## src/rtl/process_scheduler_pkg.sv

```systemverilog
// Shared types for the process scheduler: FSM state encoding, return-code constants
// and the width helper for the process index.
package sched_pkg;

  typedef enum logic [2:0] {
    IDLE,
    INIT,
    RUN,
    DONE,
    TIMEOUT
  } sched_state_t;

  localparam int RC_OK      = 0;
  localparam int RC_TIMEOUT = 1;

  // Index width, kept at 1 bit when only one process exists.
  function automatic int cur_width(input int n);
    return (n > 1) ? $clog2(n) : 1;
  endfunction

endpackage

```

## src/rtl/process_scheduler_if.sv

```systemverilog
// Bundle between the scheduler (master) and the per-process instruction blocks (slave).
// All slot/step/status outputs come from the master; start, stop flags and return codes come from the slave.
interface process_scheduler_if
  import sched_pkg::*;
#(
  parameter int PROCESSES = 4,
  parameter int STEP_W    = 32,
  parameter int RC_W      = 8
);
  localparam int CUR_W = cur_width(PROCESSES);

  logic                      start;
  logic [PROCESSES-1:0]      proc_stop;
  logic [PROCESSES*RC_W-1:0] proc_rc;
  logic                      proc_init;
  logic                      proc_grant;
  logic [CUR_W-1:0]          proc_current;
  logic signed [STEP_W-1:0]  step;
  logic                      print_strobe;
  logic                      running;
  logic                      done;
  logic                      timeout;
  logic [RC_W-1:0]           return_code;

  modport master (
    input  start, proc_stop, proc_rc,
    output proc_init, proc_grant, proc_current, step, print_strobe,
           running, done, timeout, return_code
  );

  modport slave (
    output start, proc_stop, proc_rc,
    input  proc_init, proc_grant, proc_current, step, print_strobe,
           running, done, timeout, return_code
  );

endinterface

```

## src/rtl/process_scheduler_rc_select.sv

```systemverilog
// Combinational priority pick of the lowest-index non-zero return code (RC_OK when all are zero).
// Zero latency, no handshake.
module sched_rc_select
  import sched_pkg::*;
#(
  parameter int N    = 4,
  parameter int RC_W = 8
) (
  input  logic [N*RC_W-1:0] i_rc,
  output logic [RC_W-1:0]   o_code
);

  always_comb begin
    o_code = RC_W'(RC_OK);
    // Walk downward so the lowest index is the last (winning) assignment.
    for (int i = N - 1; i >= 0; i--) begin
      if (i_rc[i*RC_W +: RC_W] != '0) o_code = i_rc[i*RC_W +: RC_W];
    end
  end

endmodule

```

## src/rtl/process_scheduler.sv

```systemverilog
// Step sequencer: one slot per process per step in index order, init steps, step count, halt/timeout, trace strobe.
// Outputs registered, no backpressure; SCHED_SKIP_STOPPED_EN makes RUN skip slots of stopped processes.
module process_scheduler
  import sched_pkg::*;
#(
  parameter int PROCESSES  = 4,
  parameter int STEP_W     = 32,
  parameter int INIT_STEPS = 1,
  parameter int MAX_STEPS  = 100,
  parameter int RC_W       = 8
) (
  input  logic                clock,
  input  logic                reset,
  process_scheduler_if.master bus
);

  localparam int CUR_W = cur_width(PROCESSES);
  localparam logic signed [STEP_W-1:0] STEP_RST = STEP_W'(-INIT_STEPS);
  localparam logic signed [STEP_W-1:0] STEP_MAX = STEP_W'(MAX_STEPS);

  if (PROCESSES < 1) begin : g_bad_processes
    $error("PROCESSES must be at least 1");
  end
  if (INIT_STEPS < 1) begin : g_bad_init
    $error("INIT_STEPS must be at least 1");
  end
  if (longint'(MAX_STEPS) >= (longint'(1) << (STEP_W - 1))) begin : g_bad_max
    $error("MAX_STEPS does not fit the signed step counter");
  end

  sched_state_t             r_state;
  logic signed [STEP_W-1:0] r_step;
  logic [CUR_W-1:0]         r_cur;
  logic                     r_grant;
  logic                     r_init;
  logic                     r_strobe;
  logic                     r_done;
  logic                     r_timeout;
  logic [RC_W-1:0]          r_rc;

  logic signed [STEP_W-1:0] w_step_inc;
  logic [CUR_W-1:0]         w_inc_cur;
  logic [CUR_W-1:0]         w_first_cur;
  logic [CUR_W-1:0]         w_next_cur;
  logic                     w_last;
  logic                     w_boundary;
  logic [RC_W-1:0]          w_sel_rc;

  sched_rc_select #(.N(PROCESSES), .RC_W(RC_W)) u_rc_select (
    .i_rc  (bus.proc_rc),
    .o_code(w_sel_rc)
  );

  assign w_step_inc = r_step + STEP_W'(1);
  assign w_inc_cur  = CUR_W'(r_cur + 1'b1);

  always_comb begin
    w_last      = (r_cur == CUR_W'(PROCESSES - 1));
    w_first_cur = '0;
    w_next_cur  = w_inc_cur;
    w_boundary  = w_last;
`ifdef SCHED_SKIP_STOPPED_EN
    begin : skip_search
      logic w_found;
      w_found = 1'b0;
      for (int i = PROCESSES - 1; i >= 0; i--) begin
        if (!bus.proc_stop[i]) w_first_cur = CUR_W'(i);
        if (!bus.proc_stop[i] && (i > int'(r_cur))) begin
          w_next_cur = CUR_W'(i);
          w_found    = 1'b1;
        end
      end
      // No unstopped process left after this slot: the step ends here.
      if (r_state == RUN) w_boundary = !w_found;
    end
`endif
  end

  always_ff @(posedge clock) begin
    if (reset) begin
      r_state   <= IDLE;
      r_step    <= STEP_RST;
      r_cur     <= '0;
      r_grant   <= 1'b0;
      r_init    <= 1'b0;
      r_strobe  <= 1'b0;
      r_done    <= 1'b0;
      r_timeout <= 1'b0;
      r_rc      <= RC_W'(RC_OK);
    end else begin
      r_strobe <= 1'b0;
      unique case (r_state)
        IDLE: begin
          if (bus.start) begin
            r_state <= INIT;
            r_cur   <= '0;
            r_grant <= 1'b1;
            r_init  <= 1'b1;
          end
        end
        INIT: begin
          r_cur <= w_last ? '0 : w_inc_cur;
          if (w_last) begin
            r_step <= w_step_inc;
            if (w_step_inc == '0) begin
              r_state <= RUN;
              r_init  <= 1'b0;
              r_cur   <= w_first_cur;
            end
          end
        end
        RUN: begin
          r_cur <= w_boundary ? w_first_cur : w_next_cur;
          if (w_boundary) begin
            r_step   <= w_step_inc;
            r_strobe <= 1'b1;
            // All-stopped outranks reaching MAX_STEPS on the same boundary.
            if (&bus.proc_stop) begin
              r_state <= DONE;
              r_grant <= 1'b0;
              r_done  <= 1'b1;
              r_rc    <= w_sel_rc;
            end else if (w_step_inc == STEP_MAX) begin
              r_state   <= TIMEOUT;
              r_grant   <= 1'b0;
              r_timeout <= 1'b1;
              r_rc      <= RC_W'(RC_TIMEOUT);
            end
          end
        end
        default: begin
        end
      endcase
    end
  end

  assign bus.proc_init    = r_init;
  assign bus.proc_grant   = r_grant;
  assign bus.proc_current = r_cur;
  assign bus.step         = r_step;
  assign bus.print_strobe = r_strobe;
  assign bus.running      = r_grant;
  assign bus.done         = r_done;
  assign bus.timeout      = r_timeout;
  assign bus.return_code  = r_rc;

endmodule

```

## src/flat_wrapper.sv

```systemverilog
// flat-port wrapper written by rule: the top's interface ports become plain ports
module process_scheduler_flat import sched_pkg::*;
#(
  parameter int PROCESSES  = 4,
  parameter int STEP_W     = 32,
  parameter int INIT_STEPS = 1,
  parameter int MAX_STEPS  = 100,
  parameter int RC_W       = 8
)
  (clock, reset, bus_start, bus_proc_stop, bus_proc_rc, bus_proc_init, bus_proc_grant, bus_proc_current, bus_step, bus_print_strobe, bus_running, bus_done, bus_timeout, bus_return_code);
  process_scheduler_if #(.PROCESSES(PROCESSES), .STEP_W(STEP_W), .RC_W(RC_W)) bus_i ();
  input  logic clock;
  input  logic reset;
  input wire logic [$bits(bus_i.start)-1:0] bus_start;
  input wire logic [$bits(bus_i.proc_stop)-1:0] bus_proc_stop;
  input wire logic [$bits(bus_i.proc_rc)-1:0] bus_proc_rc;
  output wire logic [$bits(bus_i.proc_init)-1:0] bus_proc_init;
  output wire logic [$bits(bus_i.proc_grant)-1:0] bus_proc_grant;
  output wire logic [$bits(bus_i.proc_current)-1:0] bus_proc_current;
  output wire logic [$bits(bus_i.step)-1:0] bus_step;
  output wire logic [$bits(bus_i.print_strobe)-1:0] bus_print_strobe;
  output wire logic [$bits(bus_i.running)-1:0] bus_running;
  output wire logic [$bits(bus_i.done)-1:0] bus_done;
  output wire logic [$bits(bus_i.timeout)-1:0] bus_timeout;
  output wire logic [$bits(bus_i.return_code)-1:0] bus_return_code;
  assign bus_i.start = bus_start;
  assign bus_i.proc_stop = bus_proc_stop;
  assign bus_i.proc_rc = bus_proc_rc;
  assign bus_proc_init = bus_i.proc_init;
  assign bus_proc_grant = bus_i.proc_grant;
  assign bus_proc_current = bus_i.proc_current;
  assign bus_step = bus_i.step;
  assign bus_print_strobe = bus_i.print_strobe;
  assign bus_running = bus_i.running;
  assign bus_done = bus_i.done;
  assign bus_timeout = bus_i.timeout;
  assign bus_return_code = bus_i.return_code;
  process_scheduler #(.PROCESSES(PROCESSES), .STEP_W(STEP_W), .INIT_STEPS(INIT_STEPS), .MAX_STEPS(MAX_STEPS), .RC_W(RC_W)) u_core (.clock(clock), .reset(reset), .bus(bus_i));
endmodule
```

## config.mk

```make
export PLATFORM = sky130hd
export DESIGN_NAME = process_scheduler_flat
export DESIGN_NICKNAME = d
export VERILOG_FILES = /design/src/rtl/process_scheduler_pkg.sv /design/src/rtl/process_scheduler_if.sv /design/src/rtl/process_scheduler_rc_select.sv /design/src/rtl/process_scheduler.sv /design/src/flat_wrapper.sv
export SDC_FILE = /design/constraint.sdc
export NUM_CORES = 1
export LEC_CHECK = 0
export CORE_MARGIN = 1.5
export CORE_UTILIZATION = 30
export CTS_BUF_LIST = sky130_fd_sc_hd__clkbuf_4
export DETAILED_ROUTE_END_ITERATION = 6
export SLEW_MARGIN = 20
export SYNTH_ARGS = -nofsm -noshare
export SYNTH_HDL_FRONTEND = slang
export SYNTH_SLANG_ARGS = --single-unit
```

## constraint.sdc

```tcl
create_clock -name clock -period 3 [get_ports clock]
set_clock_uncertainty 0.1 [all_clocks]
set_input_delay 0.6 -clock clock [delete_from_list [all_inputs] [get_ports clock]]
set_output_delay 0.6 -clock clock [all_outputs]
set_load 0.01 [all_outputs]
```

# [Word level (Yosys, flattened, before mapping)]
# Index checks and enable logic that the tools add are counted.
[word_totals] ff_bits=50 out_inout_bits=48 word_cells=70
[classes] n_bitwise=2 n_eq_ne=9 mux=27 reduce_logical=21 add_sub_neg=2
[op_table] op="two-way mux 8 bit" count=6
[op_table] op="adder 32 x 2 -> 32 bit (second input constant)" count=1
[op_table] op="== test 32 x 8 -> 1 bit (second input constant)" count=1
[op_table] op="logical NOT 32 bit" count=1
[op_table] op="nonzero test 8 bit" count=4
[op_table] op="two-way mux 3 bit" count=6
[op_table] op="AND reduction 4 bit" count=4
[op_table] op="AND reduction 6 bit" count=2
[op_table] op="case mux 3 bit (3 select lines)" count=1
[op_table] op="two-way mux 2 bit" count=4
[op_table] op="two-way mux 1 bit" count=7
[op_table] op="!= test 2 x 1 -> 1 bit (second input constant)" count=3
[op_table] op="case mux 2 bit (3 select lines)" count=1
[op_table] op="nonzero test 2 bit" count=3
[op_table] op="case mux 1 bit (2 select lines)" count=2
[op_table] op="AND reduction 2 bit" count=2
[op_table] op="OR reduction 2 bit" count=2
[op_table] op="== test 3 x 1 -> 1 bit (second input constant)" count=1
[op_table] op="== test 3 x 2 -> 1 bit (second input constant)" count=1
[op_table] op="logical NOT 3 bit" count=1
[op_table] op="!= test 3 x 1 -> 1 bit (second input constant)" count=1
[op_table] op="AND reduction 3 bit" count=1
[op_table] op="nonzero test 3 bit" count=1
[op_table] op="adder 2 x 1 -> 2 bit (second input constant)" count=1
[op_table] op="other kinds (3)" count=4

# [Depth between registers and ports, before layout]
# Gate-level depths: netlist (run 1).
[logic_depth] depth_word=6 ltp_mapped=10

# [Hierarchy]
# Synthesis (run 1) repeated with hierarchy kept, for this count alone.
[hier_totals] cells_unflattened=405 hier_area_um2=3353.2
[modules_own_cells] module="process_scheduler" seq_area_each_um2=1001.0 cells_per_inst=362 n_inst=1 area_per_inst_um2=3044.2
[modules_own_cells] module="sched_rc_select" seq_area_each_um2=0.0 cells_per_inst=43 n_inst=1 area_per_inst_um2=309.0

# [Worst setup path after synthesis (run 1)]
# Ideal clock, no wire load.
[synth_timing] path_kind="reg2reg" start="register u_core.r_step[0], in the netlist u_core.bus.step[0]" end="register u_core.r_grant, in the netlist u_core.bus.proc_grant" path_stages_with_launch=10 setup_slack_ps=197 setup_ps=58 t_arrival_ps=2645 path_buffers=0 required_ps=2842 cell_sequence="dfxtp_1 -> ha_1 -> nand3_2 -> or3_1 -> nor4_1 -> nor3_1 -> a31oi_1 -> nor4b_2 -> a211oi_4 -> o21a_1"
[synth_via] elab_chain_len=4
[synth_lines] item="from (decl)" line_no="process_scheduler.sv:32" rtl="logic signed [STEP_W-1:0] r_step;"
[synth_lines] item="from (signal assigned)" line_no="process_scheduler.sv:104" rtl="r_step <= w_step_inc;"
[synth_lines] item="from (signal assigned)" line_no="process_scheduler.sv:115" rtl="r_step <= w_step_inc;"
[synth_lines] item="adder 32 x 2 -> 32 bit" line_no="process_scheduler.sv:54" rtl="assign w_step_inc = r_step + STEP_W'(1);"
[synth_lines] item="== test 32 x 8 -> 1 bit" line_no="process_scheduler.sv:123" rtl="end else if (w_step_inc == STEP_MAX) begin"
[synth_lines] item="!= test 3 x 1 -> 1 bit (no source line)"
[synth_lines] item="AND reduction 4 bit (no source line)"
[synth_lines] item="to (signal assigned)" line_no="process_scheduler.sv:84" rtl="r_grant <= 1'b0;"
[synth_lines] item="to (signal assigned)" line_no="process_scheduler.sv:120" rtl="r_grant <= 1'b0;"
[synth_lines] item="to (signal assigned)" line_no="process_scheduler.sv:125" rtl="r_grant <= 1'b0;"
[synth_lines] item="to (decl)" line_no="process_scheduler.sv:34" rtl="logic r_grant;"
# No other way between the ends.
# A chain may end at the register's enable or synchronous reset.

# [Worst setup path after layout (run 1)]
[layout_timing] start="register u_core.r_step[3], in the netlist u_core.bus.step[3]" end="register u_core.r_rc[5], in the netlist u_core.bus.return_code[5]"
[layout_via] elab_chain_len=4
[layout_lines] item="adder 32 x 2 -> 32 bit" line_no="process_scheduler.sv:54"
[layout_lines] item="== test 32 x 8 -> 1 bit" line_no="process_scheduler.sv:123"
[layout_lines] item="nonzero test 2 bit (no source line)"
[layout_lines] item="AND reduction 3 bit (no source line)"
[layout_lines] item="to (signal assigned)" line_no="process_scheduler.sv:89" rtl="r_rc <= RC_W'(RC_OK);"
[layout_lines] item="to (signal assigned)" line_no="process_scheduler.sv:122" rtl="r_rc <= w_sel_rc;"
[layout_lines] item="to (signal assigned)" line_no="process_scheduler.sv:127" rtl="r_rc <= RC_W'(RC_TIMEOUT);"
[layout_lines] item="to (decl)" line_no="process_scheduler.sv:39" rtl="logic [RC_W-1:0] r_rc;"
# No other way between the ends.

==> impl_metrics.ini, run 1 <==
[outcome]
status = finished clean

[floorplan]
fp.dieW_um = 107
die_h_um = 107
ios = 87
core_area_um2 = 10400
initial_utilization_pct = 31.3
fp.dieArea_um2 = 11500
fp-row-count = 37

[critical_path]
crit_path_end_kind = flip-flop
startpoint_type = flip-flop
worst-path-max-fanout = 8
r2r-end = u_core.bus.return_code[5]$_SDFFE_PP0P_
worst_r2r_path_depth = 8
crit_type = flip-flop to flip-flop
reg2reg_slack_ns = 0.16
reg2reg_from = u_core.bus.step[3]$_SDFFE_PP1P_
arrival_ns = 3.04
required_ns = 3.21

[logic_synthesis]
avgSynthCellArea_um2 = 7.99
synthFlopType = dfxtp_1
synth_seq_cells = 50
syn-cell-area_um2 = 3260
synth-edff-count = 0
yosys-top-cells-area = dfxtp_1, xnor2_1, nand2b_1
synth_seq_area_share_pct = 30.7
synth.largest_area_cell = dfxtp_1
yosys_warnings = 0
async_flop_share_pct = 0
synth.distinct_cells = 56
synth_nets = 450
synth_cells = 408
synth_top_area_share_pct = 30.7

[job]
maxCapViolations = 0

[routing]
final_antenna_net_count = 0
wire_per_inst_um = 15.1
via_per_inst = 5.26
vias = 3379
drc = 0
dr.pass1.iters = 4
drt_iter0_drc = 184
wirelength_um = 9710

[layout]
final_common_cell = clkdlybuf4s50_1
drive_gt1_share_pct = 13.0
final_util_pct = 43.5
area_delta_synth_final_pct = 39.0
final_cell_mix = clkdlybuf4s50_1, dfxtp_1, buf_4
nFillCells = 1072
layout.nets = 548

[timing]
whs_ns = 0.383
maxSlewHeadroom_pct = 56.0
fin_setup_tns_ns = 0
period_needed_ns = 2.84
fin_crit_sh_pct = 94.5
hold_viol = 0
slew_viol_final = 0
fmax_mhz = 353
setup_violations = 0
worstMarginPinSlew_ns = 0.658

[clock_tree]
clk_path_buf_depth = 2
clkSinkCount = 50
cts_made_buffers = 5
cts_tree = built
cts_hold_buf = 0
clk_latency_ns = 0.37
path_clk_slew_ns = 0.14
cts_root_buffer = clkbuf_4
htree_levels = 2

[power_and_ir_drop]
p_per_area_nw_per_um2 = 267
power_leakage_nw = 1.86
clkPwrFrac_pct = 24.6
netSwitchingFraction_pct = 26.8
pwr-share-comb_pct = 19.3
switchingPower_uw = 324
cell_internal_pwr_uw = 884
vdd_drop_max_mv = 0.141
p_seq_share_pct = 56.1

[hold_path]
hold_start = u_core.bus.timeout$_SDFFE_PP0P_
hold_depth = 2
holdPathEnd = u_core.bus.timeout$_SDFFE_PP0P_
hold_path_class = flip-flop to flip-flop

[place]
place_congestion = 0.894
io_buffers = 86
dp_hpwl_um = 7590

[global_routing]
antenna_found_initial = 0
grt_max_degree = 16
grt_pass1_vias = 3211
gr-total-overflow = 0
grt.total_usage_pct = 16.6
grt_pass1_wl_um = 15700
-- critical path: stages (launching register included) --
cell and delay, ns:
dfxtp_1 0.52, nand4_1 0.32, or3_1 0.51, o31a_1 0.27
a211o_1 0.26, o221ai_1 0.14, nor4b_4 0.09, a211oi_4 0.41
o2bb2ai_1 0.16
-- what timing repair did --
item / in CTS / in global routing
setup buffers: 0 / 1
setup endpoints to repair: 8 / 14
resized for setup: 1 / 11
hold endpoints to repair: 0 / 0
pin swaps: 0 / 2
-- sequential cells by signal (all words and copies together), names as in the netlist --
name,count
u_core.bus.done,1
u_core.r_state,3
u_core.bus.proc_init,1
u_core.bus.proc_current,2
u_core.bus.return_code,8
u_core.bus.step,32
u_core.bus.proc_grant,1
u_core.bus.print_strobe,1
u_core.bus.timeout,1
-- cell type report --
class                           instances  area (um^2)  area share, %
Clock buffer                            5         37.5          0.829
Multi-Input combinational cell        324         2170           48.0
Tap cell                              136          170           3.76
Inverter                                6         22.5          0.497
Antenna cell                            1         2.50         0.0553
Sequential cell                        50         1000           22.1
Clock inverter                          2         10.0          0.221
Timing Repair Buffer                  119         1110           24.5
-- synth_stat cells (all sizes together) (4+ instances only) --
master,number
buf,13
inv,6
o2bb2ai,7
nor4,12
nand2b,24
nand2,28
nor2,32
clkbuf,15
o21ai,7
a31oi,4
nand3,14
a21oi,28
or3,7
and3,15
dfxtp,50
xor2,14
nand4,15
nor3,24
xnor2,21
o21bai,14
or4,4
-- layer usage --
layer	wire [um]	global-route usage [%]	part of all wire, %
met2	4660	28.3	48
met4	199	5.43	2.0
met1	4350	21.6	45
met5	0	0	0
met3	506	1.76	5.2
-- worst max-delay path by stage --
stage / end / start / cells after the start / slack [ns]
after floorplan: u_core.bus.proc_grant$_SDFFE_PP0P_ / u_core.bus.step[0]$_SDFFE_PP1P_ / 9 / 0.20
after global placement: u_core.bus.proc_grant$_SDFFE_PP0P_ / u_core.bus.step[0]$_SDFFE_PP1P_ / 9 / 0.15
after detailed placement: u_core.bus.return_code[5]$_SDFFE_PP0P_ / u_core.bus.step[0]$_SDFFE_PP1P_ / 9 / 0.02
after CTS: u_core.bus.return_code[5]$_SDFFE_PP0P_ / u_core.bus.step[0]$_SDFFE_PP1P_ / 9 / 0.01
after global routing: u_core.bus.return_code[7]$_SDFFE_PP0P_ / u_core.bus.step[3]$_SDFFE_PP1P_ / 9 / -0.004
final: u_core.bus.return_code[5]$_SDFFE_PP0P_ / u_core.bus.step[3]$_SDFFE_PP1P_ / 8 / 0.16
-- power groups by stage --
stage / Combinational [mW] / Clock [mW] / Sequential (mW)
after global placement: 0.216 / 0 / 0.692
after global routing: 0.256 / 0.334 / 0.679
after CTS: 0.221 / 0.314 / 0.677
after floorplan: 0.121 / 0 / 0.692
final: 0.233 / 0.297 / 0.677
after detailed placement: 0.220 / 0 / 0.692
-- per-stage QoR --
stage	cells	cell area, um^2	setup slack [ns]	power (mW)
5_1_grt	642	4530	-0.00436	1.27
6_report	643	4530	0.164	1.21
4_1_cts	641	4450	0.0145	1.21
3_3_place_gp	634	4390	0.153	0.908
3_5_place_dp	634	4390	0.0217	0.912
2_1_floorplan	408	3260	0.197	0.812
-- cells by family (layout without fill, tap and decap cells) --
family                   after synthesis  after routing  share of synthesized area (%)
buffers and inverters                 34            132                           4.88
XOR/XNOR                              35             35                           9.41
multiplexers                           2              2                          0.614
other                                  0              1                              0
AND/OR/NAND/NOR                      198            198                           34.8
flip-flops                            50             50                           30.7
adder cells (fa/ha/maj)                3              3                           1.15
AO/OA/AOI/OAI                         86             86                           18.4
(Power assumes the default switching activity.)
==> run 2, diff against run 1 <==
--- a/config.mk
+++ b/config.mk
@@ -8,6 +8,7 @@
 export CORE_MARGIN = 1.5
 export CORE_UTILIZATION = 30
 export CTS_BUF_LIST = sky130_fd_sc_hd__clkbuf_4
+export CTS_CLUSTER_DIAMETER = 50
 export DETAILED_ROUTE_END_ITERATION = 6
 export SLEW_MARGIN = 20
 export SYNTH_ARGS = -nofsm -noshare
==> constraint.sdc (replaced) <==
create_clock -name clock -period 3.5 [get_ports clock]
set_clock_uncertainty 0.1 [all_clocks]
set_input_delay 0.7 -clock clock [delete_from_list [all_inputs] [get_ports clock]]
set_output_delay 0.7 -clock clock [all_outputs]
set_load 0.01 [all_outputs]
==> run 2 against run 1 <==
Against the previous run: combinational power shrank 21%; die area is the same; sequential power shrank 14%; clock-buffer cell count is the same; setup slack gained 0.19 ns; flip-flop and latch count is the same; routed wire length shrank 3.5%; hold slack lost 0.0057 ns; final cell count shrank 3.7%; clock power grew 16%.
==> impl_metrics.ini, run 2 (synthesis gave the netlist of run 1 again) <==
[outcome]
status = finished clean

[place]
place_congestion = 0.863
io_buffers = 86
dp_hpwl_um = 7300

[critical_path]
crit_type = flip-flop to flip-flop
required_ns = 3.72
arrival_ns = 3.36
reg2reg_slack_ns = 0.35
startpoint_type = flip-flop
worstSetupEndpoint = u_core.bus.return_code[5]$_SDFFE_PP0P_
worst_r2r_path_depth = 9
r2r-end = u_core.bus.return_code[5]$_SDFFE_PP0P_
reg2reg_from = u_core.bus.step[0]$_SDFFE_PP1P_
startpoint = u_core.bus.step[0]$_SDFFE_PP1P_
worst-path-max-fanout = 8
crit_path_end_kind = flip-flop

[routing]
drt_iter0_drc = 134
drc = 0
wirelength_um = 9370
final_antenna_net_count = 0
vias = 3227
dr.pass1.iters = 4
via_per_inst = 5.21
wire_per_inst_um = 15.1

[timing]
hold_viol = 0
period_needed_ns = 3.15
maxSlewHeadroom_pct = 59.4
setup_violations = 0
fmax_mhz = 318
slew_viol_final = 0
worstMarginPinSlew_ns = 0.603
whs_ns = 0.378
rsz0062_at_grt = no
fin_crit_sh_pct = 89.9
fin_setup_tns_ns = 0

[global_routing]
gr-total-overflow = 0
antenna_found_initial = 0
grt_max_degree = 21
grt_pass1_vias = 3115
grt_pass1_wl_um = 15400
grt.total_usage_pct = 16.5

[job]
maxCapViolations = 0

[hold_path]
hold_path_class = flip-flop to flip-flop

[floorplan]
die_h_um = 107
fp-row-count = 37
initial_utilization_pct = 31.3
fp.dieArea_um2 = 11500
fp.dieW_um = 107
ios = 87
core_area_um2 = 10400

[clock_tree]
cts_setup_buffers = 0
clk_latency_ns = 0.37
cts_tree = built
clkSinkCount = 50
clk_path_buf_depth = 2
cts_root_buffer = clkbuf_4
cts_resized = 0
htree_levels = 2
cts_made_buffers = 5
cts_hold_buf = 0
path_clk_slew_ns = 0.16

[layout]
final_cell_mix = clkdlybuf4s50_1, dfxtp_1, nor2_1
area_delta_synth_final_pct = 32.1
largest_register_ff_count = 32
layout.nets = 524
drive_gt1_share_pct = 7.25
antenna_cells = 0
final_common_cell = clkdlybuf4s50_1

[power_and_ir_drop]
vdd_drop_max_mv = 0.144
p_per_area_nw_per_um2 = 258
power_leakage_nw = 1.74
run 2: cell types whose count changed in the layout (fill, tap and decap cells not counted), sizes merged:
cell      before  now
clkinv         2    0
diode          1    0
clkinvlp       0    2
buf           33    9
bufinv         0    1
run 2: report_power, final:
group	switching, mW	internal, mW
sequential	0.00687	0.575
combinational	0.0802	0.103
clock	0.194	0.150
total	0.281	0.827
run 2: metrics by stage:
step	cells	worst slack, ns	total power [mW]	utilization [%]	area (um^2)
2_1_floorplan	408	0.697	0.696	-	3260
3_3_place_gp	611	0.472	0.774	40.5	4220
3_5_place_dp	611	0.357	0.777	40.5	4220
4_1_cts	619	0.333	1.13	41.3	4300
5_1_grt	619	0.0144	1.16	41.3	4300
6_report	619	0.353	1.11	41.3	4300
run 2: worst min path at each step:
stage,start,endpoint,cells past startpoint
final,u_core.bus.timeout$_SDFFE_PP0P_,u_core.bus.timeout$_SDFFE_PP0P_,2
after global routing,u_core.bus.timeout$_SDFFE_PP0P_,u_core.bus.timeout$_SDFFE_PP0P_,2
after CTS,u_core.bus.timeout$_SDFFE_PP0P_,u_core.bus.timeout$_SDFFE_PP0P_,2
after detailed placement,u_core.bus.return_code[3]$_SDFFE_PP0P_,u_core.bus.return_code[3]$_SDFFE_PP0P_,1
after global placement,u_core.bus.return_code[3]$_SDFFE_PP0P_,u_core.bus.return_code[3]$_SDFFE_PP0P_,1
after floorplan,u_core.bus.timeout$_SDFFE_PP0P_,u_core.bus.timeout$_SDFFE_PP0P_,2
run 2: layout make-up:
| type | instances | area (um^2) |
|---|---|---|
| Timing Repair Buffer | 95 | 928 |
| Tap cell | 136 | 170 |
| Clock buffer | 5 | 37.5 |
| Multi-Input combinational cell | 324 | 2100 |
| Sequential cell | 50 | 1000 |
| Inverter | 6 | 22.5 |
| Fill cell | 1059 | 6110 |
| Clock inverter | 3 | 45.0 |
run 2: critical path, cell delays in order (launching register included):
cell	delay [ns]
dfxtp_1	0.50
ha_1	0.30
nand3_2	0.20
or3_1	0.51
nor4_1	0.40
nor3_1	0.08
a31oi_1	0.33
nor4b_2	0.12
a211oi_4	0.39
o2bb2ai_1	0.17
run 2: metal layers:
metal	global-route usage [%]	routed length [um]	vias up
met5	0	0	-
met4	3.90	80	0
met3	2.07	341	7
met2	28.3	4520	62
met1	21.8	4430	1520
li1	-	-	1638
